**config.mk**
```make
export PLATFORM = sky130hd
export DESIGN_NAME = mc6502_interrupt_sequencer
export DESIGN_NICKNAME = d
export VERILOG_FILES = /design/src/rtl/mc6502_interrupt_sequencer.sv
export SDC_FILE = /design/constraint.sdc
export NUM_CORES = 1
export LEC_CHECK = 0
export ABC_AREA = 1
export CORE_MARGIN = 1
export CORE_UTILIZATION = 40
export DETAILED_ROUTE_END_ITERATION = 7
export PLACE_DENSITY_LB_ADDON = 0.08
export SYNTH_ARGS = -nofsm -noshare
export SYNTH_HDL_FRONTEND = slang
export SYNTH_SLANG_ARGS = --single-unit
```
**constraint.sdc**
```tcl
create_clock -name clk -period 1.7 [get_ports clk]
set_clock_uncertainty 0.1 [all_clocks]
set_input_delay 0.17 -clock clk [delete_from_list [all_inputs] [get_ports clk]]
set_output_delay 0.17 -clock clk [all_outputs]
set_load 0.05 [all_outputs]
```
**src/rtl/mc6502_interrupt_sequencer.sv**
```systemverilog
// 6502-style interrupt/reset entry sequencer: pushes PC and PSR, fetches the vector
// and loads the PC. Also performs the reset vector fetch after rst_x is released.
module mc6502_interrupt_sequencer (
   input  logic        clk,
   input  logic        rst_x,
   input  logic        i_nmi_x,
   input  logic        i_irq_x,
   input  logic        i_brk,
   input  logic        i_boundary,
   input  logic [7:0]  i_psr,
   input  logic [15:0] i_pc,
   input  logic [7:0]  i_sp,
   input  logic [7:0]  i_data,
   output logic [15:0] o_addr,
   output logic [7:0]  o_data,
   output logic        o_we,
   output logic        o_re,
   output logic        o_sp_dec,
   output logic        o_set_i,
   output logic        o_i,
   output logic        o_set_b,
   output logic        o_b,
   output logic        o_set_pc,
   output logic [15:0] o_pc,
   output logic        o_busy
);

   typedef enum logic [2:0] {
      S_IDLE,
      S_PUSH_PCH,
      S_PUSH_PCL,
      S_PUSH_PSR,
      S_VEC_L,
      S_VEC_H
   } state_t;

   typedef enum logic [1:0] {
      K_RESET,
      K_NMI,
      K_IRQ,
      K_BRK
   } kind_t;

   state_t      state, state_nx;
   kind_t       kind, kind_nx;
   logic        nmi_q;
   logic        nmi_pend;
   logic        nmi_edge;
   logic        nmi_clr;
   logic        accept;
   logic        pushing;
   logic [7:0]  sp_q;
   logic [15:0] pc_q;
   logic [7:0]  lo_q;
   logic [15:0] vec;
   logic [7:0]  psr_push;

   function automatic logic [15:0] vector_of(input kind_t k);
      case (k)
         K_NMI:   vector_of = 16'hFFFA;
         K_RESET: vector_of = 16'hFFFC;
         default: vector_of = 16'hFFFE;
      endcase
   endfunction

   assign nmi_edge = nmi_q & ~i_nmi_x;
   assign nmi_clr  = accept && (kind_nx == K_NMI);
   assign pushing  = (state == S_PUSH_PCH) || (state == S_PUSH_PCL) || (state == S_PUSH_PSR);
   assign vec      = vector_of(kind);

   // Pushed status byte carries the B flag in bit 4 in place of the live bit.
   always_comb begin
      psr_push    = i_psr;
      psr_push[4] = (kind == K_BRK);
   end

   always_comb begin
      state_nx = state;
      kind_nx  = kind;
      accept   = 1'b0;
      case (state)
         S_IDLE: begin
            if (i_boundary) begin
               if (nmi_pend) begin
                  kind_nx = K_NMI;
                  accept  = 1'b1;
               end else if (!i_irq_x && !i_psr[2]) begin
                  kind_nx = K_IRQ;
                  accept  = 1'b1;
               end else if (i_brk) begin
                  kind_nx = K_BRK;
                  accept  = 1'b1;
               end
            end
            if (accept) state_nx = S_PUSH_PCH;
         end
         S_PUSH_PCH: state_nx = S_PUSH_PCL;
         S_PUSH_PCL: state_nx = S_PUSH_PSR;
         S_PUSH_PSR: state_nx = S_VEC_L;
         S_VEC_L:    state_nx = S_VEC_H;
         S_VEC_H:    state_nx = S_IDLE;
         default:    state_nx = S_IDLE;
      endcase
   end

   always_ff @(posedge clk or negedge rst_x) begin
      if (!rst_x) begin
         state    <= S_VEC_L;
         kind     <= K_RESET;
         nmi_q    <= 1'b1;
         nmi_pend <= 1'b0;
         sp_q     <= 8'h00;
         pc_q     <= 16'h0000;
         lo_q     <= 8'h00;
      end else begin
         state <= state_nx;
         kind  <= kind_nx;
         nmi_q <= i_nmi_x;
         // A fresh edge wins over the clear so a back-to-back NMI is not lost.
         if (nmi_edge)
            nmi_pend <= 1'b1;
         else if (nmi_clr)
            nmi_pend <= 1'b0;
         if (accept) begin
            pc_q <= i_pc;
            sp_q <= i_sp;
         end else if (pushing) begin
            sp_q <= sp_q - 8'd1;
         end
         if (state == S_VEC_L) lo_q <= i_data;
      end
   end

   always_comb begin
      o_addr   = 16'h0000;
      o_data   = 8'h00;
      o_we     = 1'b0;
      o_re     = 1'b0;
      o_sp_dec = 1'b0;
      o_set_i  = 1'b0;
      o_i      = 1'b0;
      o_set_b  = 1'b0;
      o_b      = 1'b0;
      o_set_pc = 1'b0;
      o_pc     = 16'h0000;
      case (state)
         S_PUSH_PCH, S_PUSH_PCL, S_PUSH_PSR: begin
            o_we     = 1'b1;
            o_addr   = {8'h01, sp_q};
            o_sp_dec = 1'b1;
            if (state == S_PUSH_PCH)
               o_data = pc_q[15:8];
            else if (state == S_PUSH_PCL)
               o_data = pc_q[7:0];
            else begin
               o_data  = psr_push;
               o_set_b = 1'b1;
               o_b     = (kind == K_BRK);
            end
         end
         S_VEC_L: begin
            o_re    = 1'b1;
            o_addr  = vec;
            o_set_i = 1'b1;
            o_i     = 1'b1;
         end
         S_VEC_H: begin
            o_re     = 1'b1;
            o_addr   = vec + 16'd1;
            o_set_pc = 1'b1;
            o_pc     = {i_data, lo_q};
         end
         default: ;
      endcase
   end

   assign o_busy = (state != S_IDLE);

endmodule

```
## After elaboration in Yosys (flattened, before gate mapping)

Cells that the tools add are included.

| word-level totals | value |
|---|---|
| memories kept | 0 |
| ROM bits | 0 |
| RAM bits | 0 |
| register bits | 39 |
| bits in latches | 0 |

| cells by class | value |
|---|---|
| muxes and demuxes | 33 |
| bitwise gates (word level) | 2 |
| shift operators | 0 |
| equal/unequal tests | 9 |
| reductions and logical operators | 13 |
| magnitude comparators | 0 |
| multiply operators | 0 |
| divide/modulo/power cells | 0 |
| add/sub/neg operators | 2 |

Operators by type and width:

| cell | count |
|---|---|
| case mux 16 bit (3 select lines) | 1 |
| 2-to-1 mux 8 bit | 5 |
| 2-to-1 mux 1 bit | 18 |
| adder 16 x 1 -> 16 bit, second input constant | 1 |
| 2-to-1 mux 16 bit | 1 |
| case mux 3 bit (5 select lines) | 1 |
| 2-to-1 mux 2 bit | 5 |
| subtractor 8 x 1 -> 8 bit, second input constant | 1 |
| == test 3 x 2 -> 1 bit, second input constant | 2 |
| == test 3 bit, second input constant | 2 |
| case mux 3 bit (2 select lines) | 1 |
| == test 2 x 1 -> 1 bit, second input constant | 2 |
| nonzero test 2 bit | 2 |
| == test 3 x 1 -> 1 bit, second input constant | 1 |
| zero test 3 bit | 1 |
| 2-to-1 mux 3 bit | 1 |
| nonzero test 3 bit | 1 |
| OR reduction 3 bit | 1 |
| == test 2 bit, second input constant | 1 |
| logical AND 1 bit | 2 |
| zero test 1 bit | 2 |
| zero test 2 bit | 1 |
| logical OR 1 bit | 2 |
| != test 2 bit, second input constant | 1 |
| 3 further kinds | 3 |

## Longest topological paths before layout

Gate-level depths: netlist (run 1).

| logic depth | value |
|---|---|
| depth after elaboration | 10 |
| gate-level depth with buffers | 9 |

## Worst setup path before layout (run 1)

OpenSTA, ideal clock, no wires.

| timing | value |
|---|---|
| kind | register -> output |
| start point | register state[1] |
| end point | output o_b |
| slack | -1.056 ns |
| data required time | 1.430 ns |
| stages on the path, launching flop included | 5 |
| data arrival time | 2.486 ns |
| path through | dfrtp_1 > inv_2 > nor3_1 > inv_1 > nor2_1 |

| between the ends | value |
|---|---|
| longest elaborated chain between the ends | 4 |
| elaborated cells between the ends (all ways) | 7 |

RTL lines:

| what | line | RTL |
|---|---|---|
| from (decl) | 44 | `state_t state, state_nx;` |
| from (signal assigned) | 116 | `state <= state_nx;` |
| == test 3 x 2 -> 1 bit | 146, 153 |  |
| 2-to-1 mux 1 bit | 153 | `else if (state == S_PUSH_PCL)` |
| 2-to-1 mux 1 bit | 151 | `if (state == S_PUSH_PCH)` |
| 2-to-1 mux 1 bit (*) | 146 | `case (state)` |
| to (decl) | 22 | `output logic o_b,` |

Mark *: on every way between the ends. The rest lies on a longest branch, timed or not.

## Worst setup path in the final report (run 1)

| timing | value |
|---|---|
| start point | register state[2] |
| end point | output o_pc[7] |

| between the ends | value |
|---|---|
| longest elaborated chain between the ends | 2 |

RTL lines:

| what | line | RTL |
|---|---|---|
| == test 3 bit | 146 |  |
| 2-to-1 mux 16 bit | 146 |  |
| to (decl) | 24 | `output logic [15:0] o_pc,` |

No other way between the ends.

==> metrics.md, run 1 <==
| Metric | Value |
|---|---|
| Outcome | `finished, violations left` |
| Failing checks | `negative setup slack` |
| Dpl ws | `-0.161 ns` |
| Length of the first detailed-routing pass in iterations | `4` |
| Starting Density | `42.0%` |
| Post-synthesis xor/xnor area fraction | `less than 1%` |
| Startpoint Class | `register` |
| Pins Over Slew Limit | `0` |
| Adder-cell area share of the yosys netlist | `less than 1%` |
| CTS tree | `done` |
| Cells after DPL | `a little under 500` |
| Synth async-reset ratio | `between 90% and 100%` |
| Cell Area, Synth | `between 2000 and 2500 µm²` |
| FF-to-FF End | `lo_q[2]` |
| Die area | `roughly 6200 µm²` |
| Routed via count | `2684` |
| Syn. warnings | `0` |
| Fmax | `roughly 530 MHz` |
| CTS root buffer | `clkbuf_8` |
| Ordered cell list for the critical path | `inv_8 -> nor2_4 -> buf_12 -> inv_12 -> nor2_4 -> buf_12` |
| Number of antenna diodes | `0` |
| Final Cycle Share | `111%` |
| Path type of the worst min-delay path | `in -> reg` |
| Multiplexer share of the synthesized area | `0%` |
| Number of CTS-inserted buffers | `5` |
| Post-Synthesis Net Count | `approximately 380` |
| Largest net degree at the start of global routing | `26` |
| Clk_lat worst skew | `about 0.31 ns` |
| Layout area overhead | `102%` |
| Final WS setup | `-0.180 ns` |
| Main synth FF type | `dfrtp_1` |
| Area contributors post-synth | `dfrtp_1, nand2_1, inv_1, nor2_1, o21ai_1` |
| Compound-Gate Fraction of Synth Area | `between 10 and 15%` |
| Initial antenna violation count | `0` |
| Tot GR Track Use | `26.4%` |
| CTS sink cnt | `39` |
| Std-Cell Rows | `27` |
| # Max-Cap Violations | `0` |
| Residual DRC count | `0` |
| Nets | `just over 500` |
| Die Y | `around 80 µm` |
| Worst path max stage delay | `approximately 0.6 ns` |
| Post-DP HPWL | `between 4000 and 5000 µm` |
| Starting DRT DRC Count | `around 160` |
| Max FO, Critical Path | `9` |
| Wirelength per Cell | `about 16 µm` |
| Min Tclk post-route | `around 1.9 ns` |
| Sequential area share after synthesis | `41.8%` |
| First-pass GRT wire length | `~12000 µm` |
| GRT overflow | `0` |
| Hold Startpoint | `i_nmi_x` |
| Worst r2r path cells | `9` |
| Syn_area_per_cell | `slightly above 7 µm²` |
| Worst path slowest cell | `dfstp_2` |
| Fin util | `between 80% and 90%` |
| IR drop worst, VDD | `1.90 mV` |
| Top cells by count, synth | `nand2_1, inv_1, nor2_1` |
| Non-Filler Instances | `about 540` |
| Worst Hold Path EP | `nmi_q` |
| #FFs+latches synth | `39` |
| DRT Wirelength | `between 8000 and 9000 µm` |
| Actual slew at the worst max-slew pin | `0.593 ns` |
| CP required | `around 1.4 ns` |
| CP Capture Type | `output port` |
| Antenna viol nets, final | `0` |
| Relative slew slack | `about three fifths` |
| Critical R2R Launch | `state[2]` |
| RePlAce Congestion | `about 0.76` |
| Most frequent cell after synthesis | `nand2_1` |
| Number of global-route vias before repair | `between 2k and 3k` |
| Unrepaired setup endpoints after global routing | `true` |
| DR vias/cell | `5.02` |
| P_leak | `approximately 0.0022 µW` |
| Endpoints failing hold | `0` |
| Setup TNS Final | `-6.67 ns` |
| Top Ports | `95` |
| Yosys cell types | `25` |
| Worst-case clock buffer depth | `2` |
| # port buffers | `93` |
| Layout cells sized above 1 | `about two fifths` |
| Crit path kind | `reg -> out` |
| Main combinational cell family by area after synthesis | `simple AND/OR/NAND/NOR gates` |
| Final setup viols | `49` |
| H-tree depth | `2` |
| DIE WIDTH | `~79 µm` |
| Worst Path Arrival | `between 1.5 and 2 ns` |
| Buf/Inv on CP | `4` |
| Hold-critical path depth | `1` |
| R2r setup slk | `-0.05 ns` |
| Clk slew on worst S/H paths | `~0.09 ns` |
| Simple-gate portion of the synthesized area | `a little under a third` |
| Post-synth top area cell | `dfrtp_1` |
| Core Footprint | `5570 µm²` |
| Cell Pwr Density | `approximately 2200 nW/µm²` |
| Top-area cell type share of the netlist area | `39.5%` |
| Top delay family on crit path | `flip-flops` |
| EDFF count, synth | `0` |
| Post-Synthesis Cells | `330` |
-- repair_timing --
| action | CTS | global route |
|---|---|---|
| setup buffers | 16 | 11 |
| hold buffers | 1 | 0 |
| endpoints found under the setup margin | 48 | 61 |
| endpoints found under the hold margin | 21 | 0 |
| resized for setup | 32 | 45 |
| pin swaps | 11 | 17 |
| gates cloned | 4 | 2 |
-- power by group --
part           internal (µW)  switching, µW
logic                   3480           4600
clock network            475            357
registers               1390            286
total                   5340           5240
-- state kept, by name (all words and copies together), names as in the netlist --
signal	cells
nmi_q	1
state	3
pc_q	16
nmi_pend	1
kind	2
lo_q	8
sp_q	8
-- layout by cell type, fill, tap and decap left out, types with 11 or more instances in the layout --
cell type,Yosys,routed
buf_12,0,54
buf_4,13,27
clkdlybuf4s50_1,0,43
dfrtp_1,37,35
inv_1,53,43
nand2_1,83,78
nand3_1,11,11
nor2_1,50,20
nor2_4,2,27
o21ai_1,26,18
o21ai_2,0,15
-- per-stage QoR --
step	area (µm²)	total power (µW)	hold WS [ns]
CTS	4460	9820	0.202
floorplan	2550	5610	-0.226
detailed placement	4050	8390	0.0977
global route	4730	11100	0.189
finish	4730	10600	0.198
global placement	4050	8270	0.0952
-- how the worst max path moves through the flow --
stage / cells after the start / start / to / slack [ns]
6_report: 6 / state[2] / o_pc[7] / -0.18
2_1_floorplan: 5 / state[2] / o_pc[10] / -0.19
5_1_grt: 6 / state[2] / o_pc[7] / -0.23
3_3_place_gp: 7 / i_psr[2] / sp_q[4] / -0.12
4_1_cts: 6 / state[2] / o_data[2] / -0.15
3_5_place_dp: 9 / i_brk / sp_q[6] / -0.16
-- per-layer routing --
layer  global-route usage, %  wire, µm  part of all wire, %
met4                    10.9       207                  2.5
met5                       0         0                    0
met3                    5.47       498                  6.0
met2                    46.3      4370                   52
met1                    31.2      3290                   39
-- area by class of cell --
type	instances	area [µm²]
Fill cell	313	848
Timing Repair inverter	1	16.3
Clock inverter	2	35.0
Tap cell	72	90.1
Timing Repair Buffer	137	1870
Sequential cell	39	981
Multi-Input combinational cell	221	1400
Clock buffer	6	82.6
Inverter	57	246
-- logic make-up (layout without fill, tap and decap cells) --
family,count (synthesis),count (layout)
compound gates,55,55
xor+xnor,1,1
fa+ha+maj,1,1
buf+inv,74,203
flops,39,39
simple gates,160,164
Note: power is estimated with default switching activity, not from simulation.
==> run 2: changes to the inputs <==
--- a/config.mk
+++ b/config.mk
@@ -7,9 +7,10 @@
 export LEC_CHECK = 0
 export ABC_AREA = 1
 export CORE_MARGIN = 1
-export CORE_UTILIZATION = 40
+export CORE_UTILIZATION = 35
 export DETAILED_ROUTE_END_ITERATION = 7
-export PLACE_DENSITY_LB_ADDON = 0.08
+export GPL_ROUTABILITY_DRIVEN = 0
+export PLACE_DENSITY_LB_ADDON = 0.15
 export SYNTH_ARGS = -nofsm -noshare
 export SYNTH_HDL_FRONTEND = slang
 export SYNTH_SLANG_ARGS = --single-unit
==> run 2 against run 1 <==
Compared with the run above: sequential share of layout area grew 1.2 points; register-to-register slack better by 0.05 ns; die area is 14% higher; sequential power barely moved; non-clock buffer count decreased by 16; via count shrank 7.6%; highest routed layer unchanged; clock-buffer cell count unchanged; combinational power is 9.7% lower; hold slack gained 0.010 ns; largest power group unchanged; cell count decreased by 2.1%; the flow finishes with violations (design-rule violations, negative setup slack); total power decreased by 7.8%.
==> metrics.md, run 2 (synthesis gave the netlist of run 1 again) <==
| Metric | Value |
|---|---|
| Most frequent cells in the layout | `nand2_1, buf_12, inv_1` |
| Most common cell after layout, fill and taps aside | `nand2_1` |
| Final WS setup | `-0.139 ns` |
| DR WL met3 | `around 450 µm` |
| Post-DP HPWL | `about 4700 µm` |
| Cells after DPL | `approximately 500` |
| Setup TNS Final | `-4.03 ns` |
| P_int | `between 4000 and 5000 µW` |
| Max layer used | `met4` |
| Relative slew slack | `around 64%` |
| Metal-1 WL | `roughly 3100 µm` |
| Worst-case clock buffer depth | `2` |
| Multi-input gate area | `about 1300 µm²` |
| Routed via count | `approximately 2.5k` |
| Largest reg by FF count | `pc_q` |
| First-pass GRT wire length | `11600 µm` |
| Fmax | `~540 MHz` |
| Failing checks | `design-rule violations, negative setup slack` |
| Clk slew on worst S/H paths | `approximately 0.080 ns` |
| P_leak | `0.00207 µW` |
| Pins Over Slew Limit | `0` |
| Top Ports | `95` |
| Residual DRC count | `14` |
| P_sw | `4770 µW` |
| Actual slew at the worst max-slew pin | `roughly 0.54 ns` |
| Std-Cell Rows | `29` |
| Worst Path Arrival | `~1.6 ns` |
| Combinational Power Share | `74.8%` |
| Final setup viols | `38` |
| Non-Filler Instances | `approximately 520` |
| Unrepaired setup endpoints after global routing | `true` |
| Fillers | `482` |
| Nets | `493` |
| Sw Share | `between 40% and 50%` |
| CP Capture Type | `output port` |
| Min Tclk post-route | `around 1.8 ns` |
| Die area | `between 7000 and 8000 µm²` |
| CTS tree | `done` |
| DIE WIDTH | `83.8 µm` |
| Number of antenna diodes | `0` |
| DRT Wirelength | `between 6000 and 7000 µm` |
| Crit path kind | `reg -> out` |
| Initial antenna violation count | `0` |
| Starting Density | `between 30 and 40%` |
| Max FO, Critical Path | `14` |
| H-tree depth | `2` |
| Cell Pwr Density | `about 2200 nW/µm²` |
| # Max-Cap Violations | `0` |
| Clock share of power | `8.3%` |
| Path type of the worst min-delay path | `in -> reg` |
| Length of the first detailed-routing pass in iterations | `8` |
| Largest net degree at the start of global routing | `40` |
| Register area | `about 1000 µm²` |
| DR vias/cell | `4.73` |
| CTS sink cnt | `39` |
| Layout area overhead | `90.5%` |
| GRT overflow | `0` |
| Startpoint Class | `register` |
| Number of CTS-inserted buffers | `5` |
| Clk_lat worst skew | `a little under 0.3 ns` |
| CTS root buffer | `clkbuf_8` |
| Top flop regs | `pc_q x16, lo_q x8, sp_q x8` |
| Number of global-route vias before repair | `~2.4k` |
| Hold_ws | `approximately 0.21 ns` |
| Outcome | `finished, violations left` |
| IR drop worst, VDD | `roughly 1.6 mV` |
| Starting DRT DRC Count | `between 100 and 150` |
| Final Cycle Share | `108%` |
| CP required | `1.43 ns` |
| Flop pwr share | `between 10% and 20%` |
| Tot GR Track Use | `a little over a fifth` |
| Layout cells sized above 1 | `between 30% and 40%` |
| Wirelength per Cell | `13.4 µm` |
| Core Footprint | `6420 µm²` |
| Endpoints failing hold | `0` |
| Met2 routed WL | `between 3000 and 4000 µm` |
| Die Y | `approximately 84 µm` |
| Antenna viol nets, final | `0` |
| Dpl ws | `-0.140 ns` |
| Max reg flops | `16` |
| # port buffers | `93` |
[run 2: final timing paths]
kind                           from   endpoint  slack, ns  cells after the start
max                        state[0]  o_addr[7]      -0.14                      6
min                         i_nmi_x      nmi_q       0.21                      1
max reg2reg                state[0]    sp_q[5]          0                      9
min reg2reg                 pc_q[4]    pc_q[4]       0.38                      2
max in group asynchronous     rst_x   state[1]       0.75                      3
min in group asynchronous     rst_x    lo_q[5]       0.36                      3
[run 2: per-stage QoR]
stage                     area, µm²  power (µW)  utilization, %
after floorplan                2550        5610               -
after global placement         4050        8280            63.0
after detailed placement       4050        8370            63.0
after CTS                      4400        9650            68.6
after global routing           4460       10300            69.5
final                          4460        9760            69.5
[run 2: final cells by class]
| type | instances | share of cell area, % |
|---|---|---|
| repair buffers | 121 | 38.5 |
| clock inverters | 2 | 0.785 |
| repair inverters | 2 | 0.336 |
| flip-flops and latches | 39 | 22.0 |
| well taps | 77 | 2.16 |
| clock buffers | 6 | 1.85 |
| multi-input cells | 220 | 29.1 |
| inverters | 57 | 5.24 |
[run 2: timing repair]
item / 4_1_cts / 5_1_grt
gates resized for setup: 24 / 5
hold buffers: 1 / 0
endpoints found under the hold margin: 37 / 0
setup endpoints to repair: 39 / 68
cloned: 5 / 0
pin swaps: 5 / 3
setup buffers: 9 / 4
[run 2: critical path: stages (launching register included)]
cell and delay, ns:
dfrtp_2 0.47, inv_6 0.14, nand2_4 0.09, nand2_4 0.13
buf_12 0.19, o21ai_2 0.08, buf_12 0.16
[run 2: per-layer routing]
layer / track usage (%) / vias to the layer above
met1: 27.6 / 1144
met3: 4.06 / 6
met2: 35.7 / 86
li1: - / 1244
met5: 0 / -
met4: 4.70 / 0
[run 2: power by group through the flow]
stage          combinational, µW  clock [µW]  sequential, µW
3_5_place_dp                6730           0            1650
4_1_cts                     7190         832            1630
6_report                    7300         813            1640
3_3_place_gp                6650           0            1630
2_1_floorplan               4000           0            1610
5_1_grt                     7740         869            1690
==> run 3: changes to the inputs <==
--- a/config.mk
+++ b/config.mk
@@ -8,6 +8,7 @@
 export ABC_AREA = 1
 export CORE_MARGIN = 1
 export CORE_UTILIZATION = 35
+export CTS_CLUSTER_SIZE = 8
 export DETAILED_ROUTE_END_ITERATION = 7
 export GPL_ROUTABILITY_DRIVEN = 0
 export PLACE_DENSITY_LB_ADDON = 0.15
==> results of run 3 <==
No change in the layout: final DEF, timing and power equal those of run 2.
